$ cat config.mk
export PLATFORM = sky130hd
export DESIGN_NAME = timestamp_sync_ctrl
export DESIGN_NICKNAME = d
export VERILOG_FILES = /design/src/rtl/timestamp_sync_ctrl_pkg.sv /design/src/rtl/ts_edge_timer.sv /design/src/rtl/timestamp_sync_ctrl.sv
export SDC_FILE = /design/constraint.sdc
export NUM_CORES = 1
export LEC_CHECK = 0
export CAP_MARGIN = 20
export CORE_MARGIN = 2
export CORE_UTILIZATION = 60
export DETAILED_ROUTE_END_ITERATION = 10
export PLACE_DENSITY = 0.87
export SKIP_CTS_REPAIR_TIMING = 1
export SYNTH_ARGS = -nofsm -noshare
export SYNTH_HDL_FRONTEND = slang
export SYNTH_SLANG_ARGS = --single-unit
export TNS_END_PERCENT = 100
$ cat constraint.sdc
create_clock -name clk_128M -period 9.3 [get_ports clk_128M]
set_input_delay 1.86 -clock clk_128M [delete_from_list [all_inputs] [get_ports clk_128M]]
set_output_delay 1.86 -clock clk_128M [all_outputs]
set_load 0.005 [all_outputs]
$ cat src/rtl/timestamp_sync_ctrl_pkg.sv
// -----------------------------------------------------------------------------
// timestamp_pkg
//   Shared types and constants for the timestamp offset synchroniser.
//   - ts_sync_state_e : controller state encoding (IDLE/ACQUIRE/TRACK/HOLDOVER)
//   - TS_LSB_W        : width of the timestamp / counter LSB slice
//   - STATS_W         : width of the statistics counters
//   - stats_sat_inc() : saturating increment used by the statistics counters
// -----------------------------------------------------------------------------
package timestamp_pkg;

    localparam int TS_LSB_W = 8;
    localparam int STATS_W  = 16;

    typedef enum logic [1:0] {
        IDLE     = 2'd0,
        ACQUIRE  = 2'd1,
        TRACK    = 2'd2,
        HOLDOVER = 2'd3
    } ts_sync_state_e;

    function automatic logic [STATS_W-1:0] stats_sat_inc(input logic [STATS_W-1:0] v);
        return (v == {STATS_W{1'b1}}) ? v : v + 1'b1;
    endfunction

endpackage

$ cat src/rtl/ts_edge_timer.sv
// -----------------------------------------------------------------------------
// ts_edge_timer
//   Counts gt-clock edge strobes while enabled. tc is a combinational pulse on
//   the cycle that carries the PERIOD-th counted edge, so the owner can act on
//   it in the same cycle and register the result. The counter uses the minimum
//   width that holds PERIOD and sticks at PERIOD if the owner does not clear it.
//
//   Ports:
//     clk_128M : clock
//     rst_n    : asynchronous active-low reset
//     en       : count enable (timer is only meaningful while enabled)
//     clr      : synchronous clear, wins over counting
//     edge_in  : one-cycle strobe per recovered-clock edge
//     tc       : terminal-count pulse (PERIOD-th edge seen this cycle)
// -----------------------------------------------------------------------------
module ts_edge_timer #(
    parameter int PERIOD = 4096     // must be >= 1
) (
    input  logic clk_128M,
    input  logic rst_n,
    input  logic en,
    input  logic clr,
    input  logic edge_in,
    output logic tc
);

    localparam int                CNT_W = $clog2(PERIOD + 1);
    localparam logic [CNT_W-1:0]  LAST  = CNT_W'(PERIOD - 1);
    localparam logic [CNT_W-1:0]  TERM  = CNT_W'(PERIOD);

    logic [CNT_W-1:0] count_q;
    logic [CNT_W-1:0] count_d;

    always_comb begin
        count_d = count_q;
        if (clr) begin
            count_d = '0;
        end else if (en && edge_in && (count_q != TERM)) begin
            count_d = count_q + 1'b1;
        end
    end

    assign tc = en && edge_in && (count_q == LAST);

    always_ff @(posedge clk_128M or negedge rst_n) begin
        if (!rst_n) begin
            count_q <= '0;
        end else begin
            count_q <= count_d;
        end
    end

endmodule

$ cat src/rtl/timestamp_sync_ctrl.sv
// -----------------------------------------------------------------------------
// timestamp_sync_ctrl
//   Acquires and tracks the 8-bit offset between the DUT timestamp stream and
//   the local DUT-synchronous counter, so the downstream timestamp adder only
//   ever sees a vetted offset. Runs ACQUIRE (running max of deltas), TRACK
//   (windowed raises with outlier rejection and slow decay) and HOLDOVER
//   (offset frozen while the stream is silent). Gives the host a coherent
//   snapshot of offset and state.
//
//   Optional statistics: define TIMESTAMP_SYNC_STATS_EN to build the saturating
//   adjust/outlier counters; otherwise both stats ports read 0.
//
//   Ports:
//     clk_128M         : sole clock
//     rst_n            : asynchronous active-low reset
//     gt_clk_edge_128M : one-cycle strobe per recovered DUT clock edge
//     counter_lsb      : bits [7:0] of the local DUT-synchronous counter
//     timestamp_in     : timestamp from the serial stream
//     timestamp_valid  : qualifies timestamp_in
//     clear_req        : pulse, back to IDLE with offset 0
//     snapshot_req     : pulse, latch offset/state for the host
//     offset           : current offset for the counter adder
//     offset_adjust    : pulse on each sample-driven offset change
//     locked           : high only in TRACK
//     state            : IDLE=0 ACQUIRE=1 TRACK=2 HOLDOVER=3
//     snap_valid       : pulse the cycle after snapshot_req
//     snap_offset      : latched offset
//     snap_state       : latched state
//     adjust_count     : saturating count of offset_adjust pulses (stats)
//     outlier_count    : saturating count of rejected samples (stats)
// -----------------------------------------------------------------------------
module timestamp_sync_ctrl
    import timestamp_pkg::*;
#(
    parameter int ACQ_SAMPLES  = 16,       // 1..255
    parameter int JUMP_LIMIT   = 32,       // 0..255
    parameter int MAX_OUTLIERS = 3,        // >= 1
    parameter int DECAY_PERIOD = 1048576,  // >= 1
    parameter int LOSS_TIMEOUT = 4096      // >= 1
) (
    input  logic                clk_128M,
    input  logic                rst_n,
    input  logic                gt_clk_edge_128M,
    input  logic [TS_LSB_W-1:0] counter_lsb,
    input  logic [TS_LSB_W-1:0] timestamp_in,
    input  logic                timestamp_valid,
    input  logic                clear_req,
    input  logic                snapshot_req,
    output logic [TS_LSB_W-1:0] offset,
    output logic                offset_adjust,
    output logic                locked,
    output logic [1:0]          state,
    output logic                snap_valid,
    output logic [TS_LSB_W-1:0] snap_offset,
    output logic [1:0]          snap_state,
    output logic [STATS_W-1:0]  adjust_count,
    output logic [STATS_W-1:0]  outlier_count
);

    localparam int              RUN_W   = $clog2(MAX_OUTLIERS + 1);
    localparam logic [RUN_W:0]  RUN_MAX = (RUN_W + 1)'(MAX_OUTLIERS);
    localparam logic [8:0]      JUMP_9  = 9'(JUMP_LIMIT);
    localparam logic [8:0]      ACQ_TGT = 9'(ACQ_SAMPLES);

    // Registered state and outputs
    ts_sync_state_e      state_q,      state_d;
    logic [TS_LSB_W-1:0] offset_q,     offset_d;
    logic                adjust_q,     adjust_d;
    logic                locked_q,     locked_d;
    logic [7:0]          acq_cnt_q,    acq_cnt_d;
    logic [RUN_W-1:0]    run_q,        run_d;
    logic                snap_valid_q;
    logic [TS_LSB_W-1:0] snap_offset_q;
    logic [1:0]          snap_state_q;

    // Combinational helpers
    logic [TS_LSB_W-1:0] delta;
    logic [8:0]          win_top;
    logic [8:0]          acq_next;
    logic [RUN_W:0]      run_next;
    logic                raise_evt;

    // Timer interface
    logic decay_en, decay_clr, decay_tc;
    logic loss_en,  loss_clr,  loss_tc;

    // Plain modular difference; the offset is an unsigned lead of the local
    // counter over the stream timestamp.
    assign delta   = counter_lsb - timestamp_in;
    // Upper edge of the tracking window in 9 bits so offset+JUMP_LIMIT cannot wrap.
    assign win_top = {1'b0, offset_q} + JUMP_9;

    // -------------------------------------------------------------------------
    // Next-state logic. Priority: clear_req > loss timeout > sample > decay.
    // -------------------------------------------------------------------------
    always_comb begin
        state_d   = state_q;
        offset_d  = offset_q;
        adjust_d  = 1'b0;
        acq_cnt_d = acq_cnt_q;
        run_d     = run_q;
        acq_next  = 9'd0;
        run_next  = '0;
        raise_evt = 1'b0;

        if (clear_req) begin
            state_d   = IDLE;
            offset_d  = '0;
            acq_cnt_d = '0;
            run_d     = '0;
        end else if (loss_tc) begin
            // Stream went quiet: freeze offset, drop lock, forget partial runs.
            state_d   = HOLDOVER;
            acq_cnt_d = '0;
            run_d     = '0;
        end else begin
            if (timestamp_valid) begin
                if (state_q == TRACK) begin
                    if (delta <= offset_q) begin
                        run_d = '0;
                    end else if ({1'b0, delta} <= win_top) begin
                        offset_d  = delta;
                        run_d     = '0;
                        raise_evt = 1'b1;
                    end else begin
                        run_next = {1'b0, run_q} + 1'b1;
                        if (run_next == RUN_MAX) begin
                            // Too many consecutive jumps: the offset is stale.
                            state_d   = ACQUIRE;
                            offset_d  = '0;
                            run_d     = '0;
                            acq_cnt_d = '0;
                        end else begin
                            run_d = run_next[RUN_W-1:0];
                        end
                    end
                end else begin
                    // IDLE and HOLDOVER enter ACQUIRE with this as sample 1;
                    // HOLDOVER keeps its offset as the starting max.
                    acq_next = (state_q == ACQUIRE) ? ({1'b0, acq_cnt_q} + 9'd1) : 9'd1;
                    if (delta > offset_q) begin
                        offset_d = delta;
                    end
                    if (acq_next == ACQ_TGT) begin
                        state_d   = TRACK;
                        acq_cnt_d = '0;
                    end else begin
                        state_d   = ACQUIRE;
                        acq_cnt_d = acq_next[7:0];
                    end
                end
            end

            // Only sample-driven changes reach this point, so this is the pulse.
            adjust_d = (offset_d != offset_q);

            // Decay yields to any sample-driven change in the same cycle.
            // decay_tc can only fire in TRACK.
            if (decay_tc && !adjust_d && (offset_q != '0)) begin
                offset_d = offset_q - 8'd1;
            end
        end

        locked_d = (state_d == TRACK);
    end

    // -------------------------------------------------------------------------
    // Timers
    // -------------------------------------------------------------------------
    assign decay_en  = (state_q == TRACK);
    assign decay_clr = clear_req || !decay_en || decay_tc || raise_evt;

    assign loss_en   = (state_q == ACQUIRE) || (state_q == TRACK);
    assign loss_clr  = clear_req || timestamp_valid || !loss_en || loss_tc;

    ts_edge_timer #(
        .PERIOD (DECAY_PERIOD)
    ) u_decay_timer (
        .clk_128M (clk_128M),
        .rst_n    (rst_n),
        .en       (decay_en),
        .clr      (decay_clr),
        .edge_in  (gt_clk_edge_128M),
        .tc       (decay_tc)
    );

    ts_edge_timer #(
        .PERIOD (LOSS_TIMEOUT)
    ) u_loss_timer (
        .clk_128M (clk_128M),
        .rst_n    (rst_n),
        .en       (loss_en),
        .clr      (loss_clr),
        .edge_in  (gt_clk_edge_128M),
        .tc       (loss_tc)
    );

    // -------------------------------------------------------------------------
    // FSM and registered outputs
    // -------------------------------------------------------------------------
    always_ff @(posedge clk_128M or negedge rst_n) begin
        if (!rst_n) begin
            state_q       <= IDLE;
            offset_q      <= '0;
            adjust_q      <= 1'b0;
            locked_q      <= 1'b0;
            acq_cnt_q     <= '0;
            run_q         <= '0;
            snap_valid_q  <= 1'b0;
            snap_offset_q <= '0;
            snap_state_q  <= 2'd0;
        end else begin
            state_q      <= state_d;
            offset_q     <= offset_d;
            adjust_q     <= adjust_d;
            locked_q     <= locked_d;
            acq_cnt_q    <= acq_cnt_d;
            run_q        <= run_d;
            snap_valid_q <= snapshot_req;
            // Snapshot captures the values visible to the host in the request
            // cycle, i.e. before this cycle's update.
            if (snapshot_req) begin
                snap_offset_q <= offset_q;
                snap_state_q  <= state_q;
            end
        end
    end

    assign offset        = offset_q;
    assign offset_adjust = adjust_q;
    assign locked        = locked_q;
    assign state         = state_q;
    assign snap_valid    = snap_valid_q;
    assign snap_offset   = snap_offset_q;
    assign snap_state    = snap_state_q;

    // -------------------------------------------------------------------------
    // Statistics
    // -------------------------------------------------------------------------
`ifdef TIMESTAMP_SYNC_STATS_EN
    logic               outlier_evt;
    logic [STATS_W-1:0] adj_cnt_q;
    logic [STATS_W-1:0] out_cnt_q;

    // Every TRACK sample above the window is rejected, including the one that
    // forces re-acquisition.
    assign outlier_evt = !clear_req && !loss_tc && timestamp_valid &&
                         (state_q == TRACK) && ({1'b0, delta} > win_top);

    always_ff @(posedge clk_128M or negedge rst_n) begin
        if (!rst_n) begin
            adj_cnt_q <= '0;
            out_cnt_q <= '0;
        end else begin
            if (adjust_d) begin
                adj_cnt_q <= stats_sat_inc(adj_cnt_q);
            end
            if (outlier_evt) begin
                out_cnt_q <= stats_sat_inc(out_cnt_q);
            end
        end
    end

    assign adjust_count  = adj_cnt_q;
    assign outlier_count = out_cnt_q;
`else
    assign adjust_count  = '0;
    assign outlier_count = '0;
`endif

endmodule

# Word level (Yosys, flattened, before mapping)
# Index checks and enable logic that the tools add are counted.
[totals] reg_bits=67 input_bits=22 out_inout_bits=55 elab_cells=107
[op_classes] n_addsub=7 order_cmp=3 n_eq_ne=14 muxes=47 n_reduce_logical=25
[ops] cell="8-bit two-way mux" count=19
[ops] cell="21-bit two-way mux" count=2
[ops] cell="2-bit two-way mux" count=15
[ops] cell="13-bit two-way mux" count=2
[ops] cell="21-bit by 1-bit adder with 21-bit output, second input constant" count=1
[ops] cell="21-bit by 20-bit == test with 1-bit output, second input constant" count=1
[ops] cell="21-bit inequality test, second input constant" count=1
[ops] cell="13-bit by 1-bit adder with 13-bit output, second input constant" count=1
[ops] cell="13-bit by 12-bit == test with 1-bit output, second input constant" count=1
[ops] cell="13-bit inequality test, second input constant" count=1
[ops] cell="8-bit by 1-bit adder with 9-bit output, second input constant" count=1
[ops] cell="8-bit by 6-bit adder with 9-bit output, second input constant" count=1
[ops] cell="9-bit by 5-bit == test with 1-bit output, second input constant" count=1
[ops] cell="8-bit by 9-bit less-or-equal comparator with 1-bit output" count=1
[ops] cell="9-bit two-way mux" count=1
[ops] cell="8-bit > comparator" count=1
[ops] cell="8-bit less-or-equal comparator" count=1
[ops] cell="1-bit logical AND" count=8
[ops] cell="1-bit two-way mux" count=8
[ops] cell="4-bit inequality test, second input constant" count=2
[ops] cell="8-bit inequality test" count=1
[ops] cell="8-bit nonzero test" count=1
[ops] cell="8-bit by 1-bit subtractor with 8-bit output, second input constant" count=1
[ops] cell="8-bit subtractor" count=1
[ops] cell="12 further kinds" count=23

# Logic depth before layout (Yosys ltp)
# Gate-level depths: netlist (run 1).
[depth] ltp_word=16 ltp_mapped=18 depth_no_buf=17

# By module
# Synthesis (run 1) repeated with hierarchy kept, for this count alone.
[unflattened] cells_unflattened=584 hier_area_um2=5222.5
[by_module_without_submodules] module="timestamp_sync_ctrl" n_inst=1 cells_each=372 area_each_um2=3214.3 seq_area_each_um2=825.8
[by_module_without_submodules] module="ts_edge_timer (u_decay_timer)" n_inst=1 cells_each=126 area_each_um2=1194.9 seq_area_each_um2=525.5
[by_module_without_submodules] module="ts_edge_timer (u_loss_timer)" n_inst=1 cells_each=86 area_each_um2=813.3 seq_area_each_um2=325.3

# Worst setup path before layout (run 1)
# OpenSTA, ideal clock, no wires.
[synth_path] path_type="input -> register" from="in counter_lsb[0]" to="reg offset_q[6], in the netlist offset[6]" setup_ns=0.116 arrival_ns=5.190 slack_ns=3.994 path_stages=18 path_buffers=1 cell_sequence="inv_1 ha_1 fa_1 nand2b_1 a21oi_1 o21a_1 nor2_1 xnor2_1 ha_1 a21o_1 a21oi_1 and3_2 a2bb2oi_4 and2_0 clkbuf_1 a22oi_1 or3_1 o311ai_0"
[synth_via] elab_chain_cells=15 word_cells_on_any_way=18 cone_classes="add/sub: 1; order compare: 3; eq/ne: 1; mux: 10; reduce/logical: 3"
[synth_lines] element="from (decl)" line_no="timestamp_sync_ctrl.sv:44" source="input logic [TS_LSB_W-1:0] counter_lsb,"
[synth_lines] element="8-bit subtractor *" line_no="timestamp_sync_ctrl.sv:89" source="assign delta = counter_lsb - timestamp_in;"
[synth_lines] element="8-bit by 9-bit less-or-equal comparator with 1-bit output" line_no="timestamp_sync_ctrl.sv:121" source="end else if ({1'b0, delta} <= win_top) begin"
[synth_lines] element="8-bit two-way mux" line_no="timestamp_sync_ctrl.sv:121"
[synth_lines] element="8-bit two-way mux" line_no="timestamp_sync_ctrl.sv:119" source="if (delta <= offset_q) begin"
[synth_lines] element="8-bit two-way mux *" line_no="timestamp_sync_ctrl.sv:118" source="if (state_q == TRACK) begin"
[synth_lines] element="8-bit two-way mux *" line_no="timestamp_sync_ctrl.sv:117" source="if (timestamp_valid) begin"
[synth_lines] element="8-bit two-way mux *" line_no="timestamp_sync_ctrl.sv:111" source="end else if (loss_tc) begin"
[synth_lines] element="8-bit two-way mux *" line_no="timestamp_sync_ctrl.sv:106" source="if (clear_req) begin"
[synth_lines] element="8-bit inequality test" line_no="timestamp_sync_ctrl.sv:155" source="adjust_d = (offset_d != offset_q);"
[synth_lines] element="1-bit zero test" line_no="timestamp_sync_ctrl.sv:159" source="if (decay_tc && !adjust_d && (offset_q != '0)) begin"
[synth_lines] element="1-bit logical AND (2 in series)" line_no="timestamp_sync_ctrl.sv:159"
[synth_lines] element="8-bit two-way mux *" line_no="timestamp_sync_ctrl.sv:159"
[synth_lines] element="8-bit two-way mux *" line_no="timestamp_sync_ctrl.sv:111"
[synth_lines] element="8-bit two-way mux *" line_no="timestamp_sync_ctrl.sv:106"
[synth_lines] element="to (signal assigned)" line_no="timestamp_sync_ctrl.sv:214" source="offset_q <= offset_d;"
[synth_lines] element="to (decl)" line_no="timestamp_sync_ctrl.sv:67" source="logic [TS_LSB_W-1:0] offset_q, offset_d;"
# Mark *: on every way between the ends. The rest lies on a longest branch, timed or not. The select of a mux whose other input is x is not followed.
# A chain may end at the register's enable or synchronous reset.

# Final worst setup path (run 1)
[layout_path] from="in counter_lsb[0]" to="reg offset_q[0], in the netlist offset[0]"
# Same word-level chain as after synthesis.

==> insert_results.sql, run 1 <==
INSERT INTO impl_metrics (metric_group, metric, value, unit) VALUES
('status', 'run_status', 'complete, no violations', ''),
('critical_path', 'largest_driver_fanout_on_the_critical_path', '5', ''),
('pwr', 'pwr-share-comb', '0.333', ''),
('grt', 'groute.usage.overall', '0.254', ''),
('drt', 'drt_first_pass_iters', '5', ''),
('pwr', 'power.static_leakage', '2.42', 'nW'),
('critical_path', 'endpoint_kind', 'register', ''),
('placement', 'place.detailed.instances', '710', ''),
('timing', 'final.period_utilization', '0.636', ''),
('drt', 'drc', '0', ''),
('critical_path', 'worst_ep_arrival_time', '6.17', 'ns'),
('timing', 'max_freq', '169', 'MHz'),
('pwr', 'ir_worst_vdd', '0.0000803', 'V'),
('cts', 'cts_num_sinks', '67', ''),
('drt', 'initialDrtViolationCount', '388', ''),
('timing', 'rsz0062_at_grt', 'no', ''),
('final_layout', 'area.sequential', '1680', 'µm²'),
('synth', 'synth_sequential_area_ratio', '0.323', ''),
('critical_path', 'cp.required', '9.55', 'ns'),
('grt', 'antenna_found_initial', '0', ''),
('final_layout', 'post_layout_nonfiller_instances', '726', ''),
('synth', 'seq_cells_post_synth', '67', ''),
('cts', 'tritoncts', 'done', ''),
('cts', 'clk_root_buffer_cell', 'sky130_fd_sc_hd__clkbuf_8', ''),
('placement', 'gp_routability_congestion', '0.925', ''),
('timing', 'timing.final.crit_period', '5.92', 'ns'),
('timing', 'max_slew.worst_pin.slew', '1.17', 'ns'),
('drt', 'routed_wirelength', '11900', 'µm'),
('final_layout', 'area_delta_synth_final', '10.1', '%'),
('final_layout', 'layout_common_cells', 'sky130_fd_sc_hd__dfrtp_1, sky130_fd_sc_hd__nor2_1, sky130_fd_sc_hd__clkdlybuf4s50_1', ''),
('pwr', 'power-per-cell-area', '160', 'nW/µm²'),
('pwr', 'power.share.clock', '0.304', ''),
('synth', 'syn_avg_cell_area', '8.95', 'µm²'),
('floorplanning', 'die_h', '97.1', 'µm'),
('pwr', 'power.sequential.fraction', '0.363', ''),
('grt', 'via_count_of_the_first_global_routing_pass', '4171', ''),
('timing', 'final_max_slew_violation_count', '0', ''),
('critical_path', 'setup.worst_path.class', 'primary input to register', ''),
('synth', 'warning_count_from_the_yosys_run', '0', ''),
('cts', 'clock_insertion_delay_worst_skew', '0.35', 'ns'),
('synth', 'cells_taking_the_most_area_after_synthesis', 'sky130_fd_sc_hd__dfrtp_1, sky130_fd_sc_hd__ha_1, sky130_fd_sc_hd__buf_4, sky130_fd_sc_hd__nor2_1, sky130_fd_sc_hd__xor2_1', ''),
('pwr', 'swShare', '0.335', ''),
('cts', 'clkSlewWorstSetupHoldPaths', '0.07', 'ns'),
('floorplanning', 'top_level_ports', '77', ''),
('floorplanning', 'fp_rows', '33', ''),
('synth', 'netlist_area', '5200', 'µm²'),
('floorplanning', 'floorplan.die_area', '9420', 'µm²'),
('final_layout', 'most_common_cell_after_layout_fill_and_taps_aside', 'sky130_fd_sc_hd__dfrtp_1', ''),
('drt', 'ant_nets', '0', ''),
('floorplanning', 'die_width', '97.1', 'µm'),
('timing', 'fin_hold_ws', '0.507', 'ns'),
('critical_path', 'cp-start-kind', 'primary input', ''),
('synth', 'synth_area_leader_cell', 'sky130_fd_sc_hd__dfrtp_1', ''),
('final_layout', 'num-nets-final', '669', ''),
('final_layout', 'filler_cell_count', '619', ''),
('run', 'maxCapViolations', '0', ''),
('floorplanning', 'core', '8300', 'µm²'),
('cts', 'htree_levels', '3', ''),
('drt', 'avgRoutedWirePerCell', '16.4', 'µm'),
('placement', 'number_of_port_buffers', '44', ''),
('grt', 'grt_start_max_net_pins', '68', ''),
('synth', 'asyncSetResetFlopFracSynth', '1.00', ''),
('synth', 'post-synth-top-area-fraction', '0.323', ''),
('pwr', 'power_report.internal_total', '0.610', 'mW'),
('final_layout', 'final_layout_size_suffix_gt1_frac', '0.0918', ''),
('drt', 'vias_per_cell', '6.14', ''),
('timing', 'finalHoldViolCount', '0', ''),
('placement', 'place.detailed.hpwl', '8610', 'µm'),
('cts', 'cts-root-to-sink-buffers', '2', ''),
('synth', 'number_of_enable_type_register_cells_in_the_synthesized_netlist', '0', ''),
('timing', 'setup_violations', '0', '');
-- final timing paths --
check,to,slack [ns],cells past startpoint,startpoint
min,snap_offset[7],0.51,1,snap_offset[7]
min in group asynchronous,snap_offset[4],1.71,2,rst_n
max,offset[0],3.38,18,counter_lsb[0]
max in group asynchronous,acq_cnt_q[0],7.04,2,rst_n
min reg2reg,snap_offset[7],0.51,1,snap_offset[7]
max reg2reg,offset[0],5.70,12,offset[5]
-- registers in the layout (all words and copies together) (netlist names) --
signal and flops:
acq_cnt_q 8, locked 1, offset 8, offset_adjust 1, run_q 2, snap_offset 8
snap_state 2, snap_valid 1, state 2, u_decay_timer.count_q 21, u_loss_timer.count_q 13
-- synthesized netlist by cell type (all sizes together) (5+ instances only) --
library cell / count
nand3: 14
mux2i: 6
o21ai: 26
buf: 42
nor3: 10
nand4: 22
xor2: 24
clkbuf: 10
mux2: 10
inv: 32
or4: 5
and3: 11
a22oi: 6
dfrtp: 67
and2: 7
a21o: 7
xnor2: 14
nand2b: 10
nor4: 10
nor2b: 5
a21oi: 27
a211oi: 5
or3: 16
nand2: 40
nor2: 63
ha: 30
-- cell families (layout without fill, tap and decap cells) --
group / count (synthesis) / count (layout) / share of synthesized area
compound gates: 111 / 111 / 0.158
xor+xnor: 40 / 40 / 0.0744
fa+ha+maj: 31 / 31 / 0.0761
buf+inv: 84 / 93 / 0.0992
flops: 67 / 67 / 0.323
mux: 16 / 16 / 0.0332
other cells: 1 / 32 / 0.000722
simple gates: 231 / 231 / 0.235
-- power groups by stage --
stage / clock [mW] / combinational, mW / sequential [mW]
2_1_floorplan: 0 / 0.228 / 0.326
3_3_place_gp: 0 / 0.292 / 0.336
3_5_place_dp: 0 / 0.296 / 0.337
4_1_cts: 0.282 / 0.299 / 0.332
5_1_grt: 0.293 / 0.333 / 0.336
6_report: 0.279 / 0.305 / 0.333
-- per-stage QoR --
stage | setup WS (ns) | total power, mW | instance area, µm² | util
after floorplan | 3.99 | 0.553 | 5310 | -
after global placement | 3.30 | 0.628 | 5490 | 0.662
after detailed placement | 3.09 | 0.633 | 5490 | 0.662
after CTS | 3.45 | 0.913 | 5720 | 0.689
after global routing | 3.17 | 0.962 | 5720 | 0.689
final | 3.38 | 0.916 | 5720 | 0.689
-- worst max-delay path: stages --
cell,delay [ns]
sky130_fd_sc_hd__clkdlybuf4s50_1,0.45
sky130_fd_sc_hd__inv_1,0.04
sky130_fd_sc_hd__ha_1,0.21
sky130_fd_sc_hd__fa_1,0.44
sky130_fd_sc_hd__nand2b_1,0.19
sky130_fd_sc_hd__a21oi_1,0.21
sky130_fd_sc_hd__o21a_1,0.14
sky130_fd_sc_hd__nor2_1,0.04
sky130_fd_sc_hd__xnor2_1,0.31
sky130_fd_sc_hd__ha_1,0.31
sky130_fd_sc_hd__a21o_1,0.18
sky130_fd_sc_hd__a21oi_1,0.24
sky130_fd_sc_hd__and3_2,0.25
sky130_fd_sc_hd__a2bb2oi_4,0.21
sky130_fd_sc_hd__nand4_2,0.15
sky130_fd_sc_hd__o21a_1,0.25
sky130_fd_sc_hd__or4_1,0.49
sky130_fd_sc_hd__a31oi_1,0.20
-- area by class of cell --
class / instances / area share
Tap cell: 105 / 0.0230
Multi-Input combinational cell: 461 / 0.546
Clock inverter: 4 / 0.0127
Timing Repair Buffer: 45 / 0.0774
Sequential cell: 67 / 0.293
Clock buffer: 12 / 0.0271
Inverter: 32 / 0.0210
-- layer usage --
| layer | GRT usage | part of all wire | up-vias |
|---|---|---|---|
| met3 | 0.0460 | 0.066 | 31 |
| met4 | 0.0758 | 0.019 | 0 |
| li1 | - | - | 2084 |
| met1 | 0.339 | 0.43 | 2143 |
| met2 | 0.423 | 0.48 | 199 |
| met5 | 0 | 0 | - |
Power figures use the tool's default switching activity.
==> run 2, diff against run 1 <==
--- a/config.mk
+++ b/config.mk
@@ -7,9 +7,9 @@
 export LEC_CHECK = 0
 export CAP_MARGIN = 20
 export CORE_MARGIN = 2
-export CORE_UTILIZATION = 60
+export CORE_UTILIZATION = 50
 export DETAILED_ROUTE_END_ITERATION = 10
-export PLACE_DENSITY = 0.87
+export PLACE_DENSITY = 0.77
 export SKIP_CTS_REPAIR_TIMING = 1
 export SYNTH_ARGS = -nofsm -noshare
 export SYNTH_HDL_FRONTEND = slang
==> constraint.sdc (replaced) <==
create_clock -name clk_128M -period 5.26 [get_ports clk_128M]
set_input_delay 1.052 -clock clk_128M [delete_from_list [all_inputs] [get_ports clk_128M]]
set_output_delay 1.052 -clock clk_128M [all_outputs]
set_load 0.005 [all_outputs]
==> run 2 against run 1 <==
  * Die area increased by 19%
  * Worst hold slack improved by 0.0044 ns
  * Sequential power increased by 76%
  * Non-clock buffer count increased by 9
  * Critical endpoint is now offset[6]
  * Cell count increased by 5.5%
  * Global-route usage decreased by 3.4 points
  * Via count decreased by 1.3%
  * Critical path depth unchanged
  * Utilization decreased by 12 points
==> insert_results.sql, run 2 (synthesis results as in run 1) <==
INSERT INTO impl_metrics (metric_group, metric, value, unit) VALUES
('final_layout', 'final_layout_size_suffix_gt1_frac', '0.106', ''),
('critical_path', 'worst_ep_arrival_time', '5.15', 'ns'),
('drt', 'drc', '0', ''),
('timing', 'final.period_utilization', '0.938', ''),
('final_layout', 'layout_common_cells', 'sky130_fd_sc_hd__dfrtp_1, sky130_fd_sc_hd__nor2_1, sky130_fd_sc_hd__clkdlybuf4s50_1', ''),
('pwr', 'power.sequential.fraction', '0.350', ''),
('pwr', 'power.static_leakage', '2.47', 'nW'),
('drt', 'via_count_of_the_routed_design', '4400', ''),
('drt', 'ant_nets', '0', ''),
('placement', 'number_of_port_buffers', '44', ''),
('floorplanning', 'die_h', '106', 'µm'),
('critical_path', 'cp-startpoint', 'counter_lsb[0]', ''),
('floorplanning', 'top_level_ports', '77', ''),
('status', 'run_status', 'complete, no violations', ''),
('drt', 'avgRoutedWirePerCell', '15.8', 'µm'),
('floorplanning', 'core', '10200', 'µm²'),
('pwr', 'ir_worst_vdd', '0.000162', 'V'),
('placement', 'gp_routability_congestion', '0.916', ''),
('run', 'maxCapViolations', '0', ''),
('cts', 'cts-root-to-sink-buffers', '2', ''),
('grt', 'grt_util_met3', '0.0368', ''),
('grt', 'global_route.usage.met1', '0.280', ''),
('pwr', 'swShare', '0.336', ''),
('grt', 'via_count_of_the_first_global_routing_pass', '4185', ''),
('grt', 'overflow', '0', ''),
('final_layout', 'fin_util', '0.574', ''),
('grt', 'antenna_found_initial', '0', ''),
('drt', 'routed_wirelength', '12100', 'µm'),
('grt', 'first_pass_grt_wire_length', '19900', 'µm'),
('timing', 'timing.final.crit_period', '4.93', 'ns'),
('drt', 'drt_first_pass_iters', '5', ''),
('timing', 'setup_tns', '0', 'ns'),
('cts', 'tritoncts.num_buffers', '9', ''),
('final_layout', 'filler_cell_count', '918', ''),
('critical_path', 'timing.reg2reg.setup_slack', '1.59', 'ns'),
('floorplanning', 'die_width', '106', 'µm'),
('cts', 'tritoncts', 'done', ''),
('critical_path', 'r2r.worst_path.cells', '12', ''),
('cts', 'clk_root_buffer_cell', 'sky130_fd_sc_hd__clkbuf_8', ''),
('final_layout', 'area_delta_synth_final', '12.4', '%'),
('cts', 'clock_insertion_delay_worst_skew', '0.35', 'ns'),
('drt', 'vias_per_cell', '5.74', ''),
('grt', 'groute.usage.overall', '0.219', ''),
('floorplanning', 'floorplan.die_area', '11200', 'µm²'),
('grt', 'global_route.peak_usage_layer', 'met2', ''),
('hold_path', 'holdCritStartpoint', 'snap_state[0]', ''),
('pwr', 'power-per-cell-area', '287', 'nW/µm²'),
('timing', 'final_max_slew_violation_count', '0', ''),
('critical_path', 'cp.required', '5.47', 'ns'),
('cts', 'clkSlewWorstSetupHoldPaths', '0.08', 'ns'),
('final_layout', 'top_regs', 'u_decay_timer.count_q (21), u_loss_timer.count_q (13)', ''),
('hold_path', 'timing.hold.worst.class', 'register to register', ''),
('floorplanning', 'initial_core_util', '0.510', ''),
('grt', 'grt_start_max_net_pins', '45', ''),
('hold_path', 'hold-path-endpoint', 'snap_state[0]', ''),
('critical_path', 'endpoint_kind', 'register', ''),
('floorplanning', 'fp_rows', '37', ''),
('hold_path', 'holdPathStages', '1', ''),
('timing', 'finalHoldViolCount', '0', ''),
('critical_path', 'setup.worst_path.class', 'primary input to register', ''),
('timing', 'maxSlewHeadroom', '0.390', ''),
('critical_path', 'cp.buffers_inverters', '2', ''),
('final_layout', 'n_antenna_cell', '0', ''),
('final_layout', 'largest_register', 'u_decay_timer.count_q', ''),
('final_layout', 'most_common_cell_after_layout_fill_and_taps_aside', 'sky130_fd_sc_hd__dfrtp_1', ''),
('pwr', 'power.share.clock', '0.320', ''),
('timing', 'fin_hold_ws', '0.512', 'ns'),
('cts', 'htree_levels', '3', ''),
('final_layout', 'max_ffs_per_register', '21', ''),
('critical_path', 'critical_path.max_stage_delay', '0.45', 'ns'),
('pwr', 'power.net_switching', '0.564', 'mW'),
('critical_path', 'cp-start-kind', 'primary input', ''),
('pwr', 'power_report.internal_total', '1.11', 'mW'),
('timing', 'clock_skew', '0.0105', 'ns'),
('grt', 'use_met2', '0.370', ''),
('critical_path', 'timing.rr.end', 'offset[6]', ''),
('timing', 'max_freq', '203', 'MHz'),
('timing', 'setup_violations', '0', ''),
('pwr', 'pwr-share-comb', '0.329', ''),
('critical_path', 'reg2reg_from', 'offset[5]', ''),
('drt', 'initialDrtViolationCount', '319', ''),
('timing', 'max_slew.worst_pin.slew', '0.907', 'ns'),
('critical_path', 'largest_driver_fanout_on_the_critical_path', '8', ''),
('cts', 'cts_num_sinks', '67', ''),
('critical_path', 'critical-path-slowest-cell', 'sky130_fd_sc_hd__clkdlybuf4s50_1', ''),
('timing', 'rsz0062_at_grt', 'no', ''),
('critical_path', 'largest_delay_share_family_worst_path', 'compound AO/OA/AOI/OAI gates', ''),
('final_layout', 'num-nets-final', '678', ''),
('placement', 'place.detailed.hpwl', '8860', 'µm'),
('critical_path', 'crit_path_cell_trace', 'clkdlybuf4s50_1 > inv_1 > ha_1 > fa_1 > nand2b_1 > a21oi_1 > o21a_1 > nor2_1 > xnor2_1 > ha_1 > a21o_1 > a21oi_1 > and3_2 > a2bb2oi_4 > and2_0 > a22oi_1 > or3_1 > o311ai_0', '');
## run 2: worst max path at each step
| stage | end | slack, ns | cells past startpoint |
|---|---|---|---|
| after floorplan | offset[6] | 0.76 | 18 |
| after global placement | offset[6] | 0.21 | 18 |
| after detailed placement | offset[6] | 0.04 | 18 |
| after CTS | offset[6] | 0.39 | 18 |
| after global routing | offset[1] | 0.12 | 18 |
| final | offset[6] | 0.33 | 18 |
## run 2: power by group through the flow
stage	combinational, mW	sequential (mW)	clock (mW)
after floorplan	0.402	0.576	0
after global placement	0.532	0.597	0
after global routing	0.606	0.592	0.565
after CTS	0.547	0.586	0.543
after detailed placement	0.542	0.597	0
final	0.552	0.587	0.537
## run 2: final cells by class
type / instances / area, µm² / share of cell area
clock buffer: 9 / 124 / 0.0212
clock inverter: 7 / 124 / 0.0212
inverter: 32 / 120 / 0.0206
multi-input combinational: 461 / 3120 / 0.534
sequential: 67 / 1680 / 0.287
tap: 136 / 170 / 0.0291
timing repair buffer: 54 / 508 / 0.0869
## run 2: metrics by stage
step / worst slack (ns) / instances / area [µm²] / power, mW
6_report: 0.325 / 766 / 5840 / 1.68
4_1_cts: 0.395 / 765 / 5840 / 1.68
3_3_place_gp: 0.215 / 749 / 5590 / 1.13
3_5_place_dp: 0.0402 / 749 / 5590 / 1.14
5_1_grt: 0.118 / 766 / 5840 / 1.76
2_1_floorplan: 0.762 / 612 / 5310 / 0.978
## run 2: routing by layer
| metal | part of all wire | routed length [µm] |
|---|---|---|
| met1 | 0.43 | 5220 |
| met2 | 0.48 | 5800 |
| met3 | 0.059 | 715 |
| met4 | 0.027 | 332 |
| met5 | 0 | 0 |
==> run 3, diff against run 2 <==
--- a/config.mk
+++ b/config.mk
@@ -5,11 +5,13 @@
 export SDC_FILE = /design/constraint.sdc
 export NUM_CORES = 1
 export LEC_CHECK = 0
+export ABC_CLOCK_PERIOD_IN_PS = 5260
 export CAP_MARGIN = 20
 export CORE_MARGIN = 2
-export CORE_UTILIZATION = 50
+export CORE_UTILIZATION = 59
 export DETAILED_ROUTE_END_ITERATION = 10
-export PLACE_DENSITY = 0.77
+export DONT_BUFFER_PORTS = 1
+export PLACE_DENSITY = 0.78
 export SKIP_CTS_REPAIR_TIMING = 1
 export SYNTH_ARGS = -nofsm -noshare
 export SYNTH_HDL_FRONTEND = slang
==> run 3 against run 2 <==
  * Via count down 4.1%
  * Die area down 15%
  * Non-clock buffer count fell by 52
  * Highest routed layer unchanged
  * Register-to-register slack better by 0.11 ns
  * Global-route usage is 2.8 points higher
  * Worst setup slack better by 0.35 ns
  * Critical endpoint unchanged
  * Largest cell class unchanged
==> insert_results.sql, run 3 (synthesis results as in run 1) <==
INSERT INTO impl_metrics (metric_group, metric, value, unit) VALUES
('cts', 'clkSlewWorstSetupHoldPaths', '0.07', 'ns'),
('placement', 'place.detailed.instances', '669', ''),
('grt', 'antenna_found_initial', '0', ''),
('placement', 'area_after_dpl', '5060', 'µm²'),
('grt', 'first_pass_grt_wire_length', '19400', 'µm'),
('drt', 'initialDrtViolationCount', '298', ''),
('timing', 'finalHoldViolCount', '0', ''),
('placement', 'place.detailed.hpwl', '8340', 'µm'),
('drt', 'via_count_of_the_routed_design', '4221', ''),
('critical_path', 'setup.worst_path.class', 'primary input to register', ''),
('final_layout', 'final_layout_size_suffix_gt1_frac', '0.0971', ''),
('drt', 'vias_per_cell', '6.16', ''),
('drt', 'routed_wirelength', '11500', 'µm'),
('final_layout', 'stdcell_area', '5250', 'µm²'),
('pwr', 'ir_worst_vdd', '0.000139', 'V'),
('final_layout', 'n_antenna_cell', '0', ''),
('timing', 'setup_violations', '0', ''),
('drt', 'drt_first_pass_iters', '6', ''),
('timing', 'clock_skew', '0.0112', 'ns'),
('grt', 'groute.usage.overall', '0.247', ''),
('drt', 'drc', '0', ''),
('pwr', 'power.static_leakage', '2.23', 'nW'),
('final_layout', 'area_delta_synth_final', '0.987', '%'),
('critical_path', 'timing.reg2reg.setup_slack', '1.70', 'ns'),
('floorplanning', 'fp_rows', '34', ''),
('critical_path', 'reg2reg_from', 'offset[5]', ''),
('critical_path', 'cp-start-kind', 'primary input', ''),
('status', 'run_status', 'complete, no violations', ''),
('critical_path', 'cp.required', '5.49', 'ns'),
('timing', 'maxSlewHeadroom', '0.425', ''),
('floorplanning', 'die_h', '97.9', 'µm'),
('floorplanning', 'floorplan.die_area', '9580', 'µm²'),
('hold_path', 'timing.hold.worst.class', 'primary input to async pin', ''),
('final_layout', 'top_regs', 'u_decay_timer.count_q (21), u_loss_timer.count_q (13)', ''),
('drt', 'avgRoutedWirePerCell', '16.7', 'µm'),
('timing', 'rsz0062_at_grt', 'no', ''),
('critical_path', 'largest_driver_fanout_on_the_critical_path', '8', ''),
('pwr', 'fin_total_pwr', '1.46', 'mW'),
('cts', 'tritoncts', 'done', ''),
('timing', 'max_slew.worst_pin.slew', '0.856', 'ns'),
('grt', 'grt_start_max_net_pins', '68', ''),
('critical_path', 'critical_path.max_stage_delay', '0.43', 'ns'),
('timing', 'max_freq', '218', 'MHz'),
('floorplanning', 'top_level_ports', '77', ''),
('timing', 'final_max_slew_violation_count', '0', ''),
('floorplanning', 'die_width', '97.9', 'µm'),
('critical_path', 'r2r.worst_path.cells', '12', ''),
('critical_path', 'cp-startpoint', 'counter_lsb[0]', ''),
('final_layout', 'layout_common_cells', 'sky130_fd_sc_hd__dfrtp_1, sky130_fd_sc_hd__nor2_1, sky130_fd_sc_hd__nand2_1', ''),
('floorplanning', 'initial_core_util', '0.602', ''),
('cts', 'clock_insertion_delay_worst_skew', '0.34', 'ns'),
('final_layout', 'most_common_cell_after_layout_fill_and_taps_aside', 'sky130_fd_sc_hd__dfrtp_1', ''),
('cts', 'cts_num_sinks', '67', ''),
('final_layout', 'post_layout_nonfiller_instances', '685', ''),
('grt', 'via_count_of_the_first_global_routing_pass', '4018', ''),
('final_layout', 'num-nets-final', '626', ''),
('floorplanning', 'core', '8640', 'µm²'),
('cts', 'clk_root_buffer_cell', 'sky130_fd_sc_hd__clkbuf_8', ''),
('critical_path', 'crit_path_cell_trace', 'inv_1 > ha_1 > fa_1 > nand2b_1 > a21oi_1 > o21a_1 > nor2_1 > xnor2_1 > ha_1 > a21o_1 > a21oi_1 > and3_2 > a2bb2oi_4 > and2_0 > a22oi_1 > or3_1 > o311ai_0', ''),
('cts', 'htree_levels', '3', ''),
('timing', 'setup_tns', '0', 'ns'),
('final_layout', 'largest_register', 'u_decay_timer.count_q', ''),
('timing', 'final.period_utilization', '0.872', ''),
('placement', 'gp_routability_congestion', '0.946', ''),
('timing', 'timing.final.crit_period', '4.59', 'ns'),
('grt', 'overflow', '0', ''),
('cts', 'cts-root-to-sink-buffers', '2', ''),
('drt', 'ant_nets', '0', ''),
('run', 'maxCapViolations', '0', ''),
('placement', 'number_of_port_buffers', '0', ''),
('cts', 'tritoncts.num_buffers', '9', ''),
('timing', 'fin_hold_ws', '0.398', 'ns'),
('critical_path', 'endpoint_kind', 'register', ''),
('critical_path', 'worst_ep_arrival_time', '4.82', 'ns'),
('critical_path', 'critical-path-slowest-cell', 'sky130_fd_sc_hd__fa_1', ''),
('final_layout', 'max_ffs_per_register', '21', ''),
('pwr', 'power-per-cell-area', '278', 'nW/µm²'),
('final_layout', 'filler_cell_count', '769', '');
run 3: cell types whose count changed in the layout (fill, tap and decap cells not counted), moves of 2 or more:
cell                              change
sky130_fd_sc_hd__clkinv_2             +2
sky130_fd_sc_hd__inv_6                -2
sky130_fd_sc_hd__bufinv_16            -2
sky130_fd_sc_hd__buf_4                -8
sky130_fd_sc_hd__clkdlybuf4s50_1     -43
run 3: layer usage:
| layer | vias up | part of all wire | GRT usage |
|---|---|---|---|
| met5 | - | 0 | 0 |
| met1 | 2020 | 0.43 | 0.325 |
| li1 | 1999 | - | - |
| met2 | 176 | 0.49 | 0.408 |
| met3 | 26 | 0.066 | 0.0623 |
| met4 | 0 | 0.015 | 0.0673 |
run 3: through the flow:
stage | utilization | setup slack [ns]
2_1_floorplan | - | 0.762
3_3_place_gp | 0.586 | 0.527
3_5_place_dp | 0.586 | 0.373
4_1_cts | 0.607 | 0.717
5_1_grt | 0.608 | 0.323
6_report | 0.608 | 0.671
run 3: path summary, 6_finish.rpt:
check                                           end
hold / removal                       snap_offset[4]
setup / recovery                          offset[6]
max in group asynchronous  u_decay_timer.count_q[8]
min in group clk_128M                      run_q[1]
hold reg to reg                            run_q[1]
setup reg to reg                          offset[6]
run 3: where the power goes:
group / switching (mW) / total (mW) / leakage (nW) / internal, mW
Combinational: 0.263 / 0.453 / 1.22 / 0.190
Sequential: 0.0534 / 0.594 / 0.922 / 0.541
Clock: 0.197 / 0.411 / 0.0881 / 0.215
run 3: cell type report:
type	count	area, µm²	area share
Timing Repair Buffer	2	12.5	0.00238
Clock inverter	5	55.1	0.0105
Sequential cell	67	1680	0.319
Inverter	32	120	0.0229
Tap cell	108	135	0.0257
Multi-Input combinational cell	461	3120	0.595
Clock buffer	10	128	0.0243
run 3: worst max-delay path, delay by kind of cell:
family,cells,cell delay (ns)
and+or+nand+nor,5,1.24
buffers and inverters,1,0.02
xor gates and xnor gates,1,0.33
AOI/OAI and AO/OA,7,1.21
adders and majority gates,3,0.95
==> patch, RTL diff (config.mk and constraints of run 3) <==
Put one more register stage on the output `snap_valid`, cleared by the reset. The value now appears one clock later. The other outputs are not delayed to match. Comments in the files are not updated.
--- a/src/rtl/timestamp_sync_ctrl.sv
+++ b/src/rtl/timestamp_sync_ctrl.sv
@@ -230,7 +230,13 @@
     assign offset_adjust = adjust_q;
     assign locked        = locked_q;
     assign state         = state_q;
-    assign snap_valid    = snap_valid_q;
+    always_ff @(posedge clk_128M or negedge rst_n) begin
+        if (!rst_n) begin
+            snap_valid <= '0;
+        end else begin
+            snap_valid <= snap_valid_q;
+        end
+    end
     assign snap_offset   = snap_offset_q;
     assign snap_state    = snap_state_q;
 
Behaviour: not the same (Yosys sat finds a counterexample within 4 cycles, from zero or initial values and one cycle with rst_n low).
==> patch against run 3 <==
- synthesized area up 0.48%
- routed wire length down 1.6%
- design area up 1.0%
- utilization up 0.64 points
- global-route usage down 0.58 points
- setup slack better by 0.021 ns
- total power up 4.5%
- sequential cell count up 1
- critical endpoint is now offset[0]
==> patch: results (changes against run 3) <==
[synth]
synth_top_cells_by_area = dfrtp_1 (33%), ha_1 (7.2%), buf_4 (4.7%)  ; was dfrtp_1 (32%), ha_1 (7.2%), buf_4 (4.8%)
synth-compound-area-share_pct = 15.8  ; about the same
synth_fa_ha_area_share_pct = 7.57  ; was 7.61%
synth-xor-area-share_pct = 7.40  ; was 7.44%
yosysSeqAreaShare_pct = 32.6  ; was 32.3%
yosys-top-cells-count = dfrtp_1 (68), nor2_1 (63), nand2_1 (40)  ; was dfrtp_1 (67), nor2_1 (63), nand2_1 (40)
synthMuxAreaShare_pct = 3.31  ; was 3.32%

[drt]
wl_per_cell_um = 16.4  ; was 16.7 um
via_count = 4158  ; was 4221
drtIter0Drc = 270  ; was 298

[global_route]
use_met2_pct = 39.8  ; was 40.8%
met1_usage_pct = 32.2  ; was 32.5%
grt_pass1_wl_um = 19100  ; was 19400 um
grt_pass1_vias = 3998  ; was 4018
grt_usage_pct = 24.1  ; was 24.7%
use_met3_pct = 5.23  ; was 6.23%
grt_max_degree = 69  ; was 68

[setup_path]
cpMaxStageDelayCell = or4_1  ; was fa_1
cp_slowest_stage_delay_ns = 0.49  ; was 0.43 ns
worst_ep_arrival_time_ns = 4.83  ; was 4.82 ns
crit_path_max_fanout = 5  ; was 8

[power_and_ir_drop]
p_int_mw = 1.02  ; was 0.946 mW
power_leakage_nw = 2.26  ; was 2.23 nW
vdd_drop_max_mv = 0.181  ; was 0.139 mV

[clock_network]
clkTransAtPathRegs_ns = 0.07  ; about the same
cts_max_level = 3  ; unchanged

[hold_path]
hp-class = reg -> reg  ; was in -> async

[placement]
place.gp.congestion = 0.972  ; was 0.946
dpl.hpwl_um = 8240  ; was 8340 um
pre_cts_slack_ns = 0.399  ; was 0.373 ns

[timing]
worst_pin_slew_ns = 0.997  ; was 0.856 ns
clock_skew_ns = 0.00804  ; was 0.0112 ns

[status]
status = finished clean  ; unchanged

[layout]
drive_above_1_share_pct = 9.52  ; was 9.71%
top_regs = u_decay_timer.count_q x21, u_loss_timer.count_q x13  ; unchanged

## patch: cell count changes after synthesis, sizes merged
cell   delta
dfrtp     +1
## patch: area by class of cell
class	count	area (sq um)
timing repair buffer	1	7.51
clock inverter	4	72.6
multi-input combinational	461	3120
sequential	68	1700
tap	108	135
fill	734	3330
inverter	32	120
clock buffer	12	145
## patch: per-layer routing
layer / vias up / part of all wire, %
met3: 14 / 6.6
met5: - / 0
met1: 1973 / 44
met2: 163 / 48
met4: 0 / 0.86
li1: 2008 / -
## patch: worst paths after layout
kind | end | slack [ns] | from | cells past startpoint
setup / recovery | offset[0] | 0.69 | counter_lsb[0] | 17
hold / removal | snap_valid | 0.36 | snap_valid_q | 0
setup reg to reg | offset[0] | 1.69 | offset[5] | 12
hold reg to reg | snap_valid | 0.36 | snap_valid_q | 0
max in group asynchronous | acq_cnt_q[0] | 4.74 | rst_n | 0
min in group asynchronous | offset[4] | 0.39 | rst_n | 0
## patch: metrics by stage
stage | std cells | util, % | hold slack [ns] | power (mW) | cell area [sq um]
2_1_floorplan | 613 | - | 0.331 | 0.987 | 5340
3_3_place_gp | 670 | 58.9 | 0.334 | 1.04 | 5090
3_5_place_dp | 670 | 58.9 | 0.348 | 1.05 | 5090
4_1_cts | 686 | 61.4 | 0.364 | 1.53 | 5300
5_1_grt | 686 | 61.4 | 0.377 | 1.61 | 5300
6_report | 686 | 61.4 | 0.358 | 1.52 | 5300
## patch: logic make-up (layout without fill, tap and decap cells)
| kind of cell | after synthesis | in the layout |
|---|---|---|
| adder cells (fa/ha/maj) | 31 | 31 |
| multiplexers | 16 | 16 |
| AND/OR/NAND/NOR | 231 | 231 |
| other | 1 | 32 |
| XOR/XNOR | 40 | 40 |
| AO/OA/AOI/OAI | 111 | 111 |
| buffers and inverters | 84 | 49 |
| flip-flops | 68 | 68 |
## patch: power by group through the flow
stage | Combinational, mW | Clock, mW | Sequential (mW)
3_3_place_gp | 0.433 | 0 | 0.610
3_5_place_dp | 0.439 | 0 | 0.612
2_1_floorplan | 0.402 | 0 | 0.584
4_1_cts | 0.442 | 0.484 | 0.602
6_report | 0.449 | 0.473 | 0.603
5_1_grt | 0.499 | 0.509 | 0.606
## patch: worst max-delay path: cells and delay by family
family	cells	cell delay [ns]
AO/OA/AOI/OAI	7	1.38
XOR/XNOR	1	0.32
adder cells (fa/ha/maj)	3	0.95
buffers and inverters	1	0.02
AND/OR/NAND/NOR	5	1.11
